### src/rtl/uart_pkg.sv
// Shared UART definitions: transmitter state encoding and frame-level constants.
// Used by both the transmit and receive blocks.
package uart_pkg;

    typedef enum logic [1:0] {
        IDLE,
        START,
        DATA,
        STOP
    } uart_tx_state_t;

    localparam int   UART_DATA_BITS = 8;
    localparam logic UART_START_LVL = 1'b0;
    localparam logic UART_STOP_LVL  = 1'b1;

endpackage

### src/rtl/uart_tx_fifo.sv
// Synchronous byte FIFO for the UART transmitter.
// Pointers carry one extra wrap bit so that full and empty can be told apart.
module uart_tx_fifo #(
    parameter int FIFO_DEPTH = 4
) (
    input  logic       clk,
    input  logic       rst_n,
    input  logic       push,
    input  logic       pop,
    input  logic [7:0] din,
    output logic [7:0] dout,
    output logic       full,
    output logic       empty
);

    localparam int AW = $clog2(FIFO_DEPTH);
    localparam logic [AW:0] PTR_ONE = {{AW{1'b0}}, 1'b1};

    logic [7:0] mem [FIFO_DEPTH];
    logic [AW:0] wr_ptr;
    logic [AW:0] rd_ptr;
    logic        do_push;
    logic        do_pop;

    assign full    = (wr_ptr[AW] != rd_ptr[AW]) && (wr_ptr[AW-1:0] == rd_ptr[AW-1:0]);
    assign empty   = (wr_ptr == rd_ptr);
    assign do_push = push && !full;
    assign do_pop  = pop && !empty;
    assign dout    = mem[rd_ptr[AW-1:0]];

    always_ff @(posedge clk or negedge rst_n) begin
        if (!rst_n) begin
            wr_ptr <= '0;
            rd_ptr <= '0;
        end else begin
            if (do_push) wr_ptr <= wr_ptr + PTR_ONE;
            if (do_pop)  rd_ptr <= rd_ptr + PTR_ONE;
        end
    end

    // Storage needs no reset: entries are only read after being written.
    always_ff @(posedge clk) begin
        if (do_push) mem[wr_ptr[AW-1:0]] <= din;
    end

endmodule

### src/rtl/uart_tx.sv
// 8N1 UART transmitter: bytes are queued in a small FIFO and serialised
// LSB first with one start and one stop bit, CLKS_PER_BIT clocks per bit.
module uart_tx
    import uart_pkg::*;
#(
    parameter int CLKS_PER_BIT = 1,
    parameter int FIFO_DEPTH   = 4
) (
    input  logic       clk,
    input  logic       rst_n,
    input  logic [7:0] txbyte,
    input  logic       txstart,
    output logic       txready,
    output logic       tx,
    output logic       txbusy,
    output logic       txdone
);

    localparam logic [15:0] BAUD_LOAD = 16'(CLKS_PER_BIT - 1);
    localparam logic [2:0]  LAST_BIT  = 3'(UART_DATA_BITS - 1);

    uart_tx_state_t state_q, state_d;
    logic [15:0]    baud_q, baud_d;
    logic [2:0]     bit_q, bit_d;
    logic [7:0]     shift_q, shift_d;
    logic           tx_q, tx_d;
    logic           done_q, done_d;

    logic           fifo_pop;
    logic           fifo_full;
    logic           fifo_empty;
    logic [7:0]     fifo_dout;
    logic           boundary;

    uart_tx_fifo #(
        .FIFO_DEPTH(FIFO_DEPTH)
    ) u_fifo (
        .clk  (clk),
        .rst_n(rst_n),
        .push (txstart && txready),
        .pop  (fifo_pop),
        .din  (txbyte),
        .dout (fifo_dout),
        .full (fifo_full),
        .empty(fifo_empty)
    );

    assign boundary = (baud_q == 16'd0);

    always_comb begin
        state_d  = state_q;
        baud_d   = baud_q;
        bit_d    = bit_q;
        shift_d  = shift_q;
        tx_d     = tx_q;
        done_d   = 1'b0;
        fifo_pop = 1'b0;

        case (state_q)
            IDLE: begin
                tx_d = UART_STOP_LVL;
                if (!fifo_empty) begin
                    fifo_pop = 1'b1;
                    shift_d  = fifo_dout;
                    bit_d    = 3'd0;
                    baud_d   = BAUD_LOAD;
                    tx_d     = UART_START_LVL;
                    state_d  = START;
                end
            end
            START: begin
                if (boundary) begin
                    baud_d  = BAUD_LOAD;
                    tx_d    = shift_q[0];
                    state_d = DATA;
                end else begin
                    baud_d = baud_q - 16'd1;
                end
            end
            DATA: begin
                if (boundary) begin
                    baud_d = BAUD_LOAD;
                    if (bit_q == LAST_BIT) begin
                        tx_d    = UART_STOP_LVL;
                        state_d = STOP;
                    end else begin
                        // tx is registered, so drive the bit that is about to be shifted down.
                        shift_d = shift_q >> 1;
                        bit_d   = bit_q + 3'd1;
                        tx_d    = shift_q[1];
                    end
                end else begin
                    baud_d = baud_q - 16'd1;
                end
            end
            STOP: begin
                if (boundary) begin
                    done_d = 1'b1;
                    if (!fifo_empty) begin
                        fifo_pop = 1'b1;
                        shift_d  = fifo_dout;
                        bit_d    = 3'd0;
                        baud_d   = BAUD_LOAD;
                        tx_d     = UART_START_LVL;
                        state_d  = START;
                    end else begin
                        baud_d  = 16'd0;
                        tx_d    = UART_STOP_LVL;
                        state_d = IDLE;
                    end
                end else begin
                    baud_d = baud_q - 16'd1;
                end
            end
            default: begin
                tx_d    = UART_STOP_LVL;
                state_d = IDLE;
            end
        endcase
    end

    always_ff @(posedge clk or negedge rst_n) begin
        if (!rst_n) begin
            state_q <= IDLE;
            baud_q  <= 16'd0;
            bit_q   <= 3'd0;
            shift_q <= 8'd0;
            tx_q    <= UART_STOP_LVL;
            done_q  <= 1'b0;
        end else begin
            state_q <= state_d;
            baud_q  <= baud_d;
            bit_q   <= bit_d;
            shift_q <= shift_d;
            tx_q    <= tx_d;
            done_q  <= done_d;
        end
    end

    assign tx      = tx_q;
    assign txdone  = done_q;
    assign txready = !fifo_full;
    assign txbusy  = (state_q != IDLE) || !fifo_empty;

endmodule

### config.mk
export PLATFORM = sky130hd
export DESIGN_NAME = uart_tx
export DESIGN_NICKNAME = d
export VERILOG_FILES = /design/src/rtl/uart_pkg.sv /design/src/rtl/uart_tx_fifo.sv /design/src/rtl/uart_tx.sv
export SDC_FILE = /design/constraint.sdc
export NUM_CORES = 1
export LEC_CHECK = 0
export BUFFER_PORTS_ARGS = -buffer_cell sky130_fd_sc_hd__buf_2
export CORE_ASPECT_RATIO = 1.4
export CORE_MARGIN = 2
export CORE_UTILIZATION = 55
export CTS_BUF_LIST = sky130_fd_sc_hd__clkbuf_8
export CTS_CLUSTER_SIZE = 28
export DETAILED_ROUTE_END_ITERATION = 16
export PLACE_DENSITY = 0.7
export SYNTH_ARGS = -nofsm -noshare
export SYNTH_HDL_FRONTEND = slang
export SYNTH_SLANG_ARGS = --single-unit
### constraint.sdc
create_clock -name clk -period 3.24 [get_ports clk]
set_clock_uncertainty 0.15 [all_clocks]
set_input_delay 0.648 -clock clk [delete_from_list [all_inputs] [get_ports clk]]
set_output_delay 0.648 -clock clk [all_outputs]
set_load 0.02 [all_outputs]
Word level (Yosys, flattened, before mapping)
Memory sizes are Yosys's and may differ from the RTL's.
Cells that the tools add are included.
{"block": "op_classes", "addsub": 4, "n_eq_ne": 13, "muxes": 33, "n_reduce_logical": 15}
{"cell": "$mux 16", "n": 2}
{"cell": "$mux 8", "n": 4}
{"cell": "$pmux 16 s2", "n": 1}
{"cell": "$pmux 8 s3", "n": 1}
{"cell": "$logic_not 16->1", "n": 1}
{"cell": "$sub 16x1->16 const B", "n": 1}
{"cell": "$mux 1", "n": 12}
{"cell": "$mux 3", "n": 4}
{"cell": "$ne 2x2->1 const B", "n": 6}
{"cell": "$mux 2", "n": 5}
{"cell": "$add 3x1->3 const B", "n": 3}
{"cell": "$pmux 3 s3", "n": 1}
{"cell": "$pmux 2 s4", "n": 1}
{"cell": "$reduce_and 5->1", "n": 1}
{"cell": "$eq 2x2->1 const B", "n": 2}
{"cell": "$logic_and 1x1->1", "n": 4}
{"cell": "$pmux 1 s4", "n": 1}
{"cell": "$reduce_and 4->1", "n": 1}
{"cell": "$eq 3x3->1", "n": 1}
{"cell": "$eq 3x3->1 const B", "n": 1}
{"cell": "$reduce_and 3->1", "n": 1}
{"cell": "$reduce_bool 3->1", "n": 1}
{"cell": "$reduce_or 3->1", "n": 1}
{"cell": "$eq 2x1->1 const B", "n": 1}
{"cell": "7 further kinds", "n": 8}
{"block": "totals", "register_bits": 37, "mem_bits_rw": 32, "out_inout_bits": 4, "elab_cells": 74, "mem_count": 1}
{"name": "u_fifo.mem", "depth": 4, "width": 8, "rd": 1, "rd_clocked_by_memory_dff": 0, "wr": 1, "line_no": "uart_tx_fifo.sv:19", "source": "logic [7:0] mem [FIFO_DEPTH];"}

Logic depth before layout (Yosys ltp)
{"block": "logic_depth", "depth_word": 7, "mapped_depth": 10}

Cells and area by module
From an unflattened synthesis, not the netlist that was laid out.
{"block": "unflattened", "hier_cells": 276, "area_unflattened_um2": 3520.9}
{"module": "uart_tx", "instances": 1, "cells_each": 183, "area_per_inst_um2": 1836.8, "seq_area_each_um2": 777.0}
{"module": "uart_tx_fifo", "instances": 1, "cells_each": 93, "area_per_inst_um2": 1684.1, "seq_area_each_um2": 1111.1}

Worst setup path before layout
Ideal clock, no wire load.
{"block": "synth_timing", "path_kind": "reg-to-reg", "start": "register baud_q[0]", "end": "register baud_q[8]", "setup_time_ns": 0.121, "arrival_time_ns": 2.320, "required_time_ns": 2.969, "slack_ns": 0.649, "stages_incl_launch_ff": 11, "path_buffers": 3, "cell_sequence": "dfrtp_1 clkbuf_1 inv_1 ha_1 or4b_2 nor4_4 or2_1 buf_6 buf_8 o21ai_1 a22o_1"}
{"block": "synth_via", "elab_chain_cells": 3, "elab_cells_between_ends": 4, "classes_between": "1 x add/sub; 2 x mux; 1 x reduce/logical"}
{"element": "start, declared", "line_no": "uart_tx.sv:23", "source": "logic [15:0] baud_q, baud_d;"}
{"element": "start signal, assigned", "line_no": "uart_tx.sv:132", "source": "baud_q <= baud_d;"}
{"element": "$sub 16x1->16 or $logic_not 16->1 (tied branches)"}
{"element": "$mux 16 *", "line_no": "uart_tx.sv:72, uart_tx.sv:81"}
{"element": "$pmux 16 s2 *", "line_no": "uart_tx.sv:59", "source": "case (state_q)"}
Every way passes the cells marked *; elsewhere a longest branch is shown, timed or not.
A chain may end at the register's enable or synchronous reset.

Final worst setup path
{"block": "layout_timing", "start": "register u_fifo.rd_ptr[1]", "end": "output txbusy"}
{"block": "layout_via", "elab_chain_cells": 3}
{"element": "start, declared", "line_no": "uart_tx_fifo.sv:21", "source": "logic [AW:0] rd_ptr;"}
{"element": "start signal, assigned", "line_no": "uart_tx_fifo.sv:37", "source": "if (do_pop) rd_ptr <= rd_ptr + PTR_ONE;"}
{"element": "$eq 3x3->1", "line_no": "uart_tx_fifo.sv:26", "source": "assign empty = (wr_ptr == rd_ptr);"}
{"element": "$logic_not 1->1", "line_no": "uart_tx.sv:143", "source": "assign txbusy = (state_q != IDLE) || !fifo_empty;"}
{"element": "$logic_or 1x1->1", "line_no": "uart_tx.sv:143"}
{"element": "end, declared", "line_no": "uart_tx.sv:15", "source": "output logic txbusy,"}
Every way passes these cells.

==> flow_summary_export.csv <==
group,metric,value,unit
sta,setup_viol,0,
clock_network,cts.path.max_buffers,2,
placement,postPlaceCellArea,0.003440,sq mm
final_layout,multi_input_area,0.001326,sq mm
run_status,status,"finished, final reports clean",
clock_network,ctsHtreeMaxLevel,3,
worst_setup_path,required,2.44,ns
drt,avgViaCountPerCell,5.961,
clock_network,root_buffer,"clkbuf_8",
yosys,synthDistinctLibCells,54,
yosys,synth_ff_type,"dfrtp_1",
placement,dp_hpwl,4180,um
yosys,syn_nets,287,
final_layout,regArea,0.001888,sq mm
floorplanning,pin_count,15,
floorplanning,die_h,96.03,um
clock_network,post_cts_buffers,0,
drt,drc,0,
clock_network,clock_sinks,69,
clock_network,clock_latency,0.34,ns
final_layout,layout.nets,305,
final_layout,fill_cells,480,
floorplanning,die_area,0.006696,sq mm
worst_setup_path,cp-start-kind,"register",
worst_setup_path,r2r_end,"baud_q[13]",
worst_setup_path,r2r-start,"baud_q[0]",
worst_setup_path,critPathCaptureType,"primary output",
global_route,grt_pass1_wl,9839,um
clock_network,cts_resized,0,
power_and_ir_drop,p_total,3.112,mW
placement,gp_congestion,0.8216,
global_route,gr-total-overflow,0,
placement,io_buffers,14,
final_layout,drive_gt1_share,17.89,%
global_route,grt_usage,19.49,%
floorplanning,rows,33,
yosys,synth_area_per_cell,12.70,sq um
worst_hold_path,min_path_type,"in2async",
worst_setup_path,worstPathArrival,2.21,ns
drt,routedWlPerCell,16.32,um
drt,drtIter0Drc,182,
yosys,ys_ff_latch,69,
floorplanning,dieWidth,69.73,um
final_layout,syn2layout_area_growth,9.590,%
final_layout,final_util,62.19,%
yosys,netlist_area,0.003327,sq mm
sta,clock.fmax,332.1,MHz
sta,grt_setup_unrepaired,"false",
sta,max-slew-margin-rel,45.96,%
floorplanning,core_area,0.005863,sq mm
global_route,grt_start_max_net_pins,38,
global_route,grt_pass1_vias,2111,
worst_setup_path,cp_max_fo,16,
clock_network,numCtsBuffers,9,
power_and_ir_drop,power.density,853.4,mW/mm^2
yosys,synthArstFlopShare,53.62,%
run,maxCapViolations,0,
worst_setup_path,worstSetupPathType,"reg2out",
drt,first_pass_iters,4,
clock_network,clk_pin_slew_worst_paths,0.08,ns
sta,tightest_slew,0.8106,ns
worst_setup_path,r2r_slack,0.30,ns
drt,routed_wl,5792,um
yosys,syn_inst,262,
clock_network,cts_hold_buf,0,
final_layout,design_area,0.003646,sq mm
sta,drv_slew,0,
yosys,ys_seq_area_share,56.75,%
worst_setup_path,reg2reg_depth,7,
final_layout,diodes,0,
sta,hold_violations,0,
yosys,synth_edf_count,32,
sta,timing.final.crit_share,92.94,%
power_and_ir_drop,peakVddDrop,627.5,uV
drt,dr_total_vias,2116,
drt,drtAntennaViolNets,0,
floorplanning,initial_core_util,56.74,%
power_and_ir_drop,p_leak,1.494,nW
sta,fin_setup_tns,0,ns
yosys,yosysWarnings,0,
clock_network,tritoncts,"yes",
global_route,antenna_found_initial,0,
sta,final.min_clock_period,3.011,ns
[kinds of logic (layout without fill, tap and decap cells)]
group	Yosys count	in the layout	synth area share (%)
DFF	69	69	56.75
adders and majority gates	14	14	5.265
xor gates and xnor gates	7	7	1.843
buffers and inverters	22	45	3.384
and+or+nand+nor	80	80	13.58
muxes	18	18	8.499
AOI/OAI and AO/OA	52	52	10.68
[cell usage in the layout, fill, tap and decap left out, drive strengths merged, types with 3 or more instances in the layout]
cell type  count
mux2i          8
inv           14
edfxtp        32
a21oi          8
buf           17
o21ai         21
or2            3
or3            3
nor3          13
nor2b          3
ha            14
and2           4
xor2           6
nor2          20
nor4          10
a22o           8
clkbuf         9
dfrtp         36
mux4           8
nand2          9
[power by group]
group	total [mW]	switching, mW	internal [mW]	leakage [nW]
sequential	1.30	0.137	1.16	0.766
clock	0.713	0.347	0.365	0.0980
combinational	1.10	0.614	0.487	0.629
total	3.11	1.10	2.01	1.49
[metal layers]
metal	vias to the layer above	wire [um]	GRT usage, %
li1	1032	-	-
met5	-	0	0
met4	0	148	10.58
met3	12	191	5.969
met1	1026	2437	21.36
met2	46	3015	34.13
[worst max-delay path: stages, from the launching register on]
cell	delay, ns
dfrtp_1	0.65
xor2_1	0.20
nor4_1	0.35
buf_4	0.22
inv_1	0.21
buf_2	0.24
[registers in the layout (all words and copies together), names as in the netlist]
name	count
baud_q	16
state_q	2
u_fifo.rd_ptr	3
tx	1
bit_q	3
u_fifo.mem	32
u_fifo.wr_ptr	3
txdone	1
shift_q	8
[through the flow]
stage | std cells | hold slack, ns | setup WS (ns)
floorplan | 262 | 0.2024 | 0.6487
global placement | 339 | 0.3171 | 0.4099
detailed placement | 339 | 0.3292 | 0.3523
CTS | 355 | 0.2752 | 0.2116
global route | 355 | 0.2999 | 0.02607
finish | 355 | 0.2426 | 0.2288
[synthesized netlist by cell type (2+ instances only)]
| master | number | area share, % |
|---|---|---|
| dfrtp_1 | 36 | 27 |
| edfxtp_1 | 32 | 29 |
| nor2_1 | 19 | 2.1 |
| ha_1 | 14 | 5.3 |
| nor3_1 | 13 | 2.0 |
| o21ai_0 | 13 | 2.0 |
| inv_1 | 12 | 1.4 |
| nand2_1 | 9 | 1.0 |
| nor4_1 | 9 | 1.7 |
| a21oi_1 | 8 | 1.2 |
| a22o_1 | 8 | 2.1 |
| mux2i_1 | 8 | 2.4 |
| mux4_2 | 8 | 5.4 |
| o21ai_1 | 7 | 1.1 |
| xor2_1 | 6 | 1.6 |
| and2_1 | 4 | 0.75 |
| buf_2 | 3 | 0.45 |
| clkbuf_1 | 3 | 0.34 |
| nor2b_1 | 3 | 0.56 |
| or3_1 | 3 | 0.56 |
| a32o_1 | 2 | 0.60 |
| buf_4 | 2 | 0.45 |
| mux2_2 | 2 | 0.68 |
| nand2b_1 | 2 | 0.38 |
| nand3b_1 | 2 | 0.45 |
| o211ai_1 | 2 | 0.45 |
| o2bb2ai_1 | 2 | 0.53 |
| o31ai_1 | 2 | 0.45 |
| or2_2 | 2 | 0.38 |
| or4_1 | 2 | 0.45 |
[final cells by class]
cell class	instances	share of cell area [%]
Multi-Input combinational cell	171	36.38
Clock inverter	7	2.265
Sequential cell	69	51.78
Inverter	12	1.235
Clock buffer	9	3.397
Timing Repair Buffer	17	2.539
Tap cell	70	2.402
[worst max-delay path by stage]
stage | startpoint | endpoint
detailed placement | baud_q[0] | baud_q[11]
global placement | baud_q[0] | baud_q[11]
CTS | u_fifo.rd_ptr[1] | txbusy
finish | u_fifo.rd_ptr[1] | txbusy
floorplan | baud_q[0] | baud_q[8]
global route | u_fifo.rd_ptr[1] | txbusy
Power figures use the tool's default switching activity.
